File: config.mk
export PLATFORM = sky130hd
export DESIGN_NAME = fp_normalize_round
export DESIGN_NICKNAME = d
export VERILOG_FILES = /design/src/rtl/fp_normalize_round.sv
export SDC_FILE = /design/constraint.sdc
export NUM_CORES = 1
export LEC_CHECK = 0
export CAP_MARGIN = 20
export CELL_PAD_IN_SITES_DETAIL_PLACEMENT = 0
export CELL_PAD_IN_SITES_GLOBAL_PLACEMENT = 1
export CORE_UTILIZATION = 46
export CTS_BUF_LIST = sky130_fd_sc_hd__clkbuf_8
export DETAILED_ROUTE_END_ITERATION = 12
export GPL_ROUTABILITY_DRIVEN = 0
export PLACE_DENSITY_LB_ADDON = 0.2
export SLEW_MARGIN = 25
export SYNTH_ARGS = -nofsm -noshare
export SYNTH_HDL_FRONTEND = slang
export SYNTH_SLANG_ARGS = --single-unit
File: constraint.sdc
create_clock -name clk -period 5.55 [get_ports clk]
set_input_delay 1.11 -clock clk [delete_from_list [all_inputs] [get_ports clk]]
set_output_delay 1.11 -clock clk [all_outputs]
set_load 0.1 [all_outputs]
File: src/rtl/fp_normalize_round.sv
// Post-adder normalize/round stage: iterative one-bit-per-cycle normalization, RNE rounding, packed fp_t out.
// Latency 1 (zero) to 3+shifts cycles; in_ready only in IDLE, result held while out_ready is low.
package fp_normalize_round_pkg;
  typedef struct packed {
    logic        sign;
    logic [7:0]  exponent;
    logic [22:0] significand;
  } fp_t;
endpackage

module fp_normalize_round
  import fp_normalize_round_pkg::*;
#(
  parameter int MANT_W = 28,
  parameter int EXP_W  = 8
) (
  input  logic              clk,
  input  logic              reset_n,
  input  logic              in_valid,
  output logic              in_ready,
  input  logic              in_sign,
  input  logic [EXP_W-1:0]  in_exponent,
  input  logic [MANT_W-1:0] in_mant,
  output logic              out_valid,
  input  logic              out_ready,
  output fp_t               out_result,
  output logic              out_overflow,
  output logic              out_underflow
);

  typedef enum logic [1:0] {S_IDLE, S_SHIFT, S_ROUND, S_DONE} state_t;

  state_t            r_state;
  state_t            w_next_state;
  logic              r_sign;
  logic [EXP_W:0]    r_exp;
  logic [MANT_W-1:0] r_mant;
  fp_t               r_result;
  logic              r_ovf;
  logic              r_unf;
  logic              r_out_valid;

  logic              w_round_up;
  logic [24:0]       w_sum;
  logic [EXP_W:0]    w_exp_rnd;
  logic [22:0]       w_frac;
  logic [MANT_W-1:0] w_mant_rsh;
  logic [MANT_W-1:0] w_mant_lsh;

  // Right shift folds the dropped bit into sticky; left shift keeps sticky pinned at bit0.
  assign w_mant_rsh = {1'b0, r_mant[MANT_W-1:2], r_mant[1] | r_mant[0]};
  assign w_mant_lsh = {r_mant[MANT_W-2:1], 1'b0, r_mant[0]};

  assign w_round_up = r_mant[2] & (r_mant[1] | r_mant[0] | r_mant[3]);
  assign w_sum      = {1'b0, r_mant[26:3]} + {24'b0, w_round_up};
  assign w_exp_rnd  = r_exp + {{EXP_W{1'b0}}, w_sum[24]};
  assign w_frac     = w_sum[24] ? w_sum[23:1] : w_sum[22:0];

  always_ff @(posedge clk or negedge reset_n) begin
    if (!reset_n) r_state <= S_IDLE;
    else          r_state <= w_next_state;
  end

  always_comb begin
    w_next_state = r_state;
    case (r_state)
      S_IDLE: begin
        if (in_valid) w_next_state = (in_mant == '0) ? S_DONE : S_SHIFT;
      end
      S_SHIFT: begin
        if (r_mant[27] || r_mant[26])          w_next_state = S_ROUND;
        else if (r_exp <= (EXP_W+1)'(1))       w_next_state = S_DONE;
        else                                   w_next_state = S_SHIFT;
      end
      S_ROUND: w_next_state = S_DONE;
      S_DONE: begin
        if (out_ready) w_next_state = S_IDLE;
      end
      default: w_next_state = S_IDLE;
    endcase
  end

  always_ff @(posedge clk or negedge reset_n) begin
    if (!reset_n) begin
      r_sign      <= 1'b0;
      r_exp       <= '0;
      r_mant      <= '0;
      r_result    <= '0;
      r_ovf       <= 1'b0;
      r_unf       <= 1'b0;
      r_out_valid <= 1'b0;
    end else begin
      r_out_valid <= (w_next_state == S_DONE);
      case (r_state)
        S_IDLE: begin
          if (in_valid) begin
            r_sign <= in_sign;
            r_exp  <= {1'b0, in_exponent};
            r_mant <= in_mant;
            r_ovf  <= 1'b0;
            r_unf  <= 1'b0;
            if (in_mant == '0) r_result <= '{sign: in_sign, exponent: 8'h00, significand: 23'h0};
          end
        end
        S_SHIFT: begin
          if (r_mant[27]) begin
            r_mant <= w_mant_rsh;
            r_exp  <= r_exp + (EXP_W+1)'(1);
          end else if (r_mant[26]) begin
            r_mant <= r_mant;
          end else if (r_exp <= (EXP_W+1)'(1)) begin
            r_result <= '{sign: r_sign, exponent: 8'h00, significand: 23'h0};
            r_unf    <= 1'b1;
          end else begin
            r_mant <= w_mant_lsh;
            r_exp  <= r_exp - (EXP_W+1)'(1);
          end
        end
        S_ROUND: begin
          if (w_exp_rnd >= (EXP_W+1)'(255)) begin
            r_result <= '{sign: r_sign, exponent: 8'hFF, significand: 23'h0};
            r_ovf    <= 1'b1;
          end else begin
            r_result <= '{sign: r_sign, exponent: w_exp_rnd[7:0], significand: w_frac};
          end
        end
        default: begin
          r_mant <= r_mant;
        end
      endcase
    end
  end

  assign in_ready      = (r_state == S_IDLE);
  assign out_valid     = r_out_valid;
  assign out_result    = r_result;
  assign out_overflow  = r_ovf;
  assign out_underflow = r_unf;

endmodule

==> summary.md <==
| Metric | Value |
|---|---|
| CP startpoint kind | register |
| Detailed Routing Iterations Pass 1 | 5 |
| TritonCTS clock tree | built |
| Most frequent cells in the layout | clkdlybuf4s50_1 (75), dfrtp_1 (75), o21ai_0 (59) |
| Dpl cells | between 700 and 800 |
| Fin crit share | a little under 70% |
| Fillers | between 900 and 1000 |
| Die Y | between 100 and 150 um |
| Clk_lat worst skew | about 360 ps |
| Setup TNS Final | 0 ps |
| Worst Path Max Fanout | 11 |
| Required @ worst endpoint | between 5000 and 6000 ps |
| Yosys reg bits | 75 |
| Mapped Avg Cell Area | between 8 and 9 um2 |
| DR DRC count | 0 |
| Chip Width | 104 um |
| Ys Warns | 0 |
| Post-synth EDFFs | 0 |
| WL met1 | between 6000 and 7000 um |
| DR top layer | met4 |
| Syn nets | between 500 and 600 |
| Final hold viol count | 0 |
| WL per Instance | 17.6 um |
| Starting Density | a little under half |
| Final max-slew violation count | 0 |
| Synthesized netlist cell count | 544 |
| Die area | between 10000 and 15000 um2 |
| Clock Pin Slew Worst Setup and Hold Paths | roughly 80 ps |
| Register area share after synthesis | roughly two fifths |
| Fin util | 56.1% |
| Global route overflow | 0 |
| Crit path DAT | approximately 4100 ps |
| Finished Layout Cells | 726 |
| Pwr Density | between 600 and 700 nW/um2 |
| Number of H-tree levels | 3 |
| # Post-CTS Setup Buffers | 0 |
| Antenna-violating nets left | 0 |
| Worst vdd ir | between 0.4 and 0.5 mV |
| Vias in the first global route | ~4100 |
| Crit. End Element | register |
| Root buffer cell | clkbuf_8 |
| Post-CTS sizing | 0 |
| # IOs | 77 |
| Core area | 10200 um2 |
| WL met3 | roughly 800 um |
| Placement Cell Area | 5530 um2 |
| Row Count | 37 |
| DR iter-0 viols | approximately 300 |
| Detailed Place HPWL | 9020 um |
| RSZ-0062 raised after global routing | no |
| Critical path class | reg -> reg |
| Vias/cell | 6.08 |
| Detailed Route WL | roughly 13000 um |
| Pin count of the biggest net entering global routing | ~50 |
| Max Root-Sink Buffers | 2 |
| Status | completed |
| FFs w/ async S/R, synth | 100% |
| Dominant synthesized flop cell | dfrtp_1 |
| Hold buffers post-CTS | 0 |
| Routed met2 length | around 5400 um |
| GRT Overall Usage | between 20 and 25% |
| Antenna violations before repair | 0 |
| Leakage | between 0.002 and 0.0025 uW |
| Synth cell types | 57 |
| Ant. Diodes | 0 |
| Max-slew headroom | 34.7% |
| Final net count | 637 |
| Max Freq | roughly 0.26 GHz |
| Port bufs | between 70 and 80 |
| Worst-margin pin slew | between 900 and 1000 ps |
| Routed via count | approximately 4400 |
| HP Class | reg -> reg |
| Max_cap viols | 0 |
| Final setup violation count | 0 |
| Min Tclk post-route | approximately 3800 ps |
| Area growth syn-to-layout | 19.0% |
| Synth Cell Area | between 4000 and 5000 um2 |
| Fin area | between 5000 and 6000 um2 |
| Share of cells above drive strength 1 | roughly 7.3% |
| First-pass GRT wire length | ~21000 um |
| Worst Skew | approximately 11 ps |
| Num CTS Buffers | 9 |
| CTS sink count | 75 |
## state kept, by name, indices dropped and copies added, names as in the netlist
name and flops:
out_overflow 1, r_sign 1, out_result 32, out_valid 1, out_underflow 1, r_exp 9
r_mant 28, r_state 2
## report_power, final
group	internal, uW	total, uW	leakage (uW)	switching (uW)
sequential	770	1120	0.000968	348
combinational	632	2130	0.00130	1490
clock	262	476	0.000108	214
total	1660	3720	0.00238	2060
## synthesized netlist by cell type (3+ instances only)
library cell	n	area, um2
a21o_1	3	22.5
a21oi_1	25	125
a221oi_1	24	210
a2bb2oi_1	3	26.3
a31oi_1	7	43.8
and2_1	3	18.8
and3_1	26	163
and4_1	3	26.3
buf_2	8	40.0
buf_4	4	30.0
buf_6	5	56.3
clkbuf_1	31	116
dfrtp_1	75	1880
ha_1	10	125
inv_1	22	82.6
mux2_4	6	90.1
mux2i_1	4	40.0
nand2_1	46	173
nand3_1	18	90.1
nand4_1	9	56.3
nor2_1	27	101
nor3_1	13	65.1
nor4_1	11	68.8
o211ai_1	4	30.0
o21a_1	5	37.5
o21ai_0	59	295
o22ai_1	4	25.0
o31ai_1	24	180
o32ai_1	4	35.0
or2_2	3	18.8
xnor2_1	11	96.3
xor2_1	13	114
## final timing paths
kind | start | end | slack, ps | depth (start not counted)
max | r_mant[3] | out_result[5] | 1730 | 11
min | r_sign | r_sign | 500 | 2
max reg2reg | r_mant[3] | out_result[5] | 1730 | 11
min reg2reg | r_sign | r_sign | 500 | 2
max in group asynchronous | reset_n | r_mant[19] | 3650 | 2
min in group asynchronous | reset_n | out_result[8] | 860 | 1
## per-layer routing
layer  track usage [%]  vias to the layer above
met5                 0                        -
met4              5.71                        0
met3              5.45                       12
met2              34.2                      168
met1              37.9                     2133
li1                  -                     2098
## layout make-up
cell class / instances / area [um2] / area share (%)
inverter: 22 / 82.6 / 1.44
multi-input combinational: 397 / 2610 / 45.4
sequential: 75 / 1880 / 32.7
timing repair buffer: 81 / 793 / 13.8
tap: 136 / 170 / 2.96
clock inverter: 5 / 77.6 / 1.35
clock buffer: 10 / 138 / 2.40
## cells by family after synthesis
group,Yosys count,synth area share [%]
multiplexers,13,3.39
buffers and inverters,72,7.23
flip-flops,75,38.9
AO/OA/AOI/OAI,174,23.6
XOR/XNOR,24,4.35
AND/OR/NAND/NOR,176,19.9
adder cells (fa/ha/maj),10,2.59
## worst max-delay path: stages (launching register included)
cell and delay [ps]:
dfrtp_1 430, and2_1 180, ha_1 270, nand4_4 180
nor4_2 520, ha_1 290, ha_1 190, nand3_1 160
nor2_1 180, xnor2_1 360, nand4b_1 560, o31ai_1 390
## per-stage QoR
stage / setup WS, ps / hold slack, ps / power [uW]
floorplan: 2420 / 450 / 2800
global placement: 1660 / 467 / 3200
detailed placement: 1760 / 476 / 3240
CTS: 1730 / 498 / 3720
global route: 1310 / 528 / 3960
finish: 1730 / 499 / 3720
No activity file was read; power rests on OpenSTA's default activity.
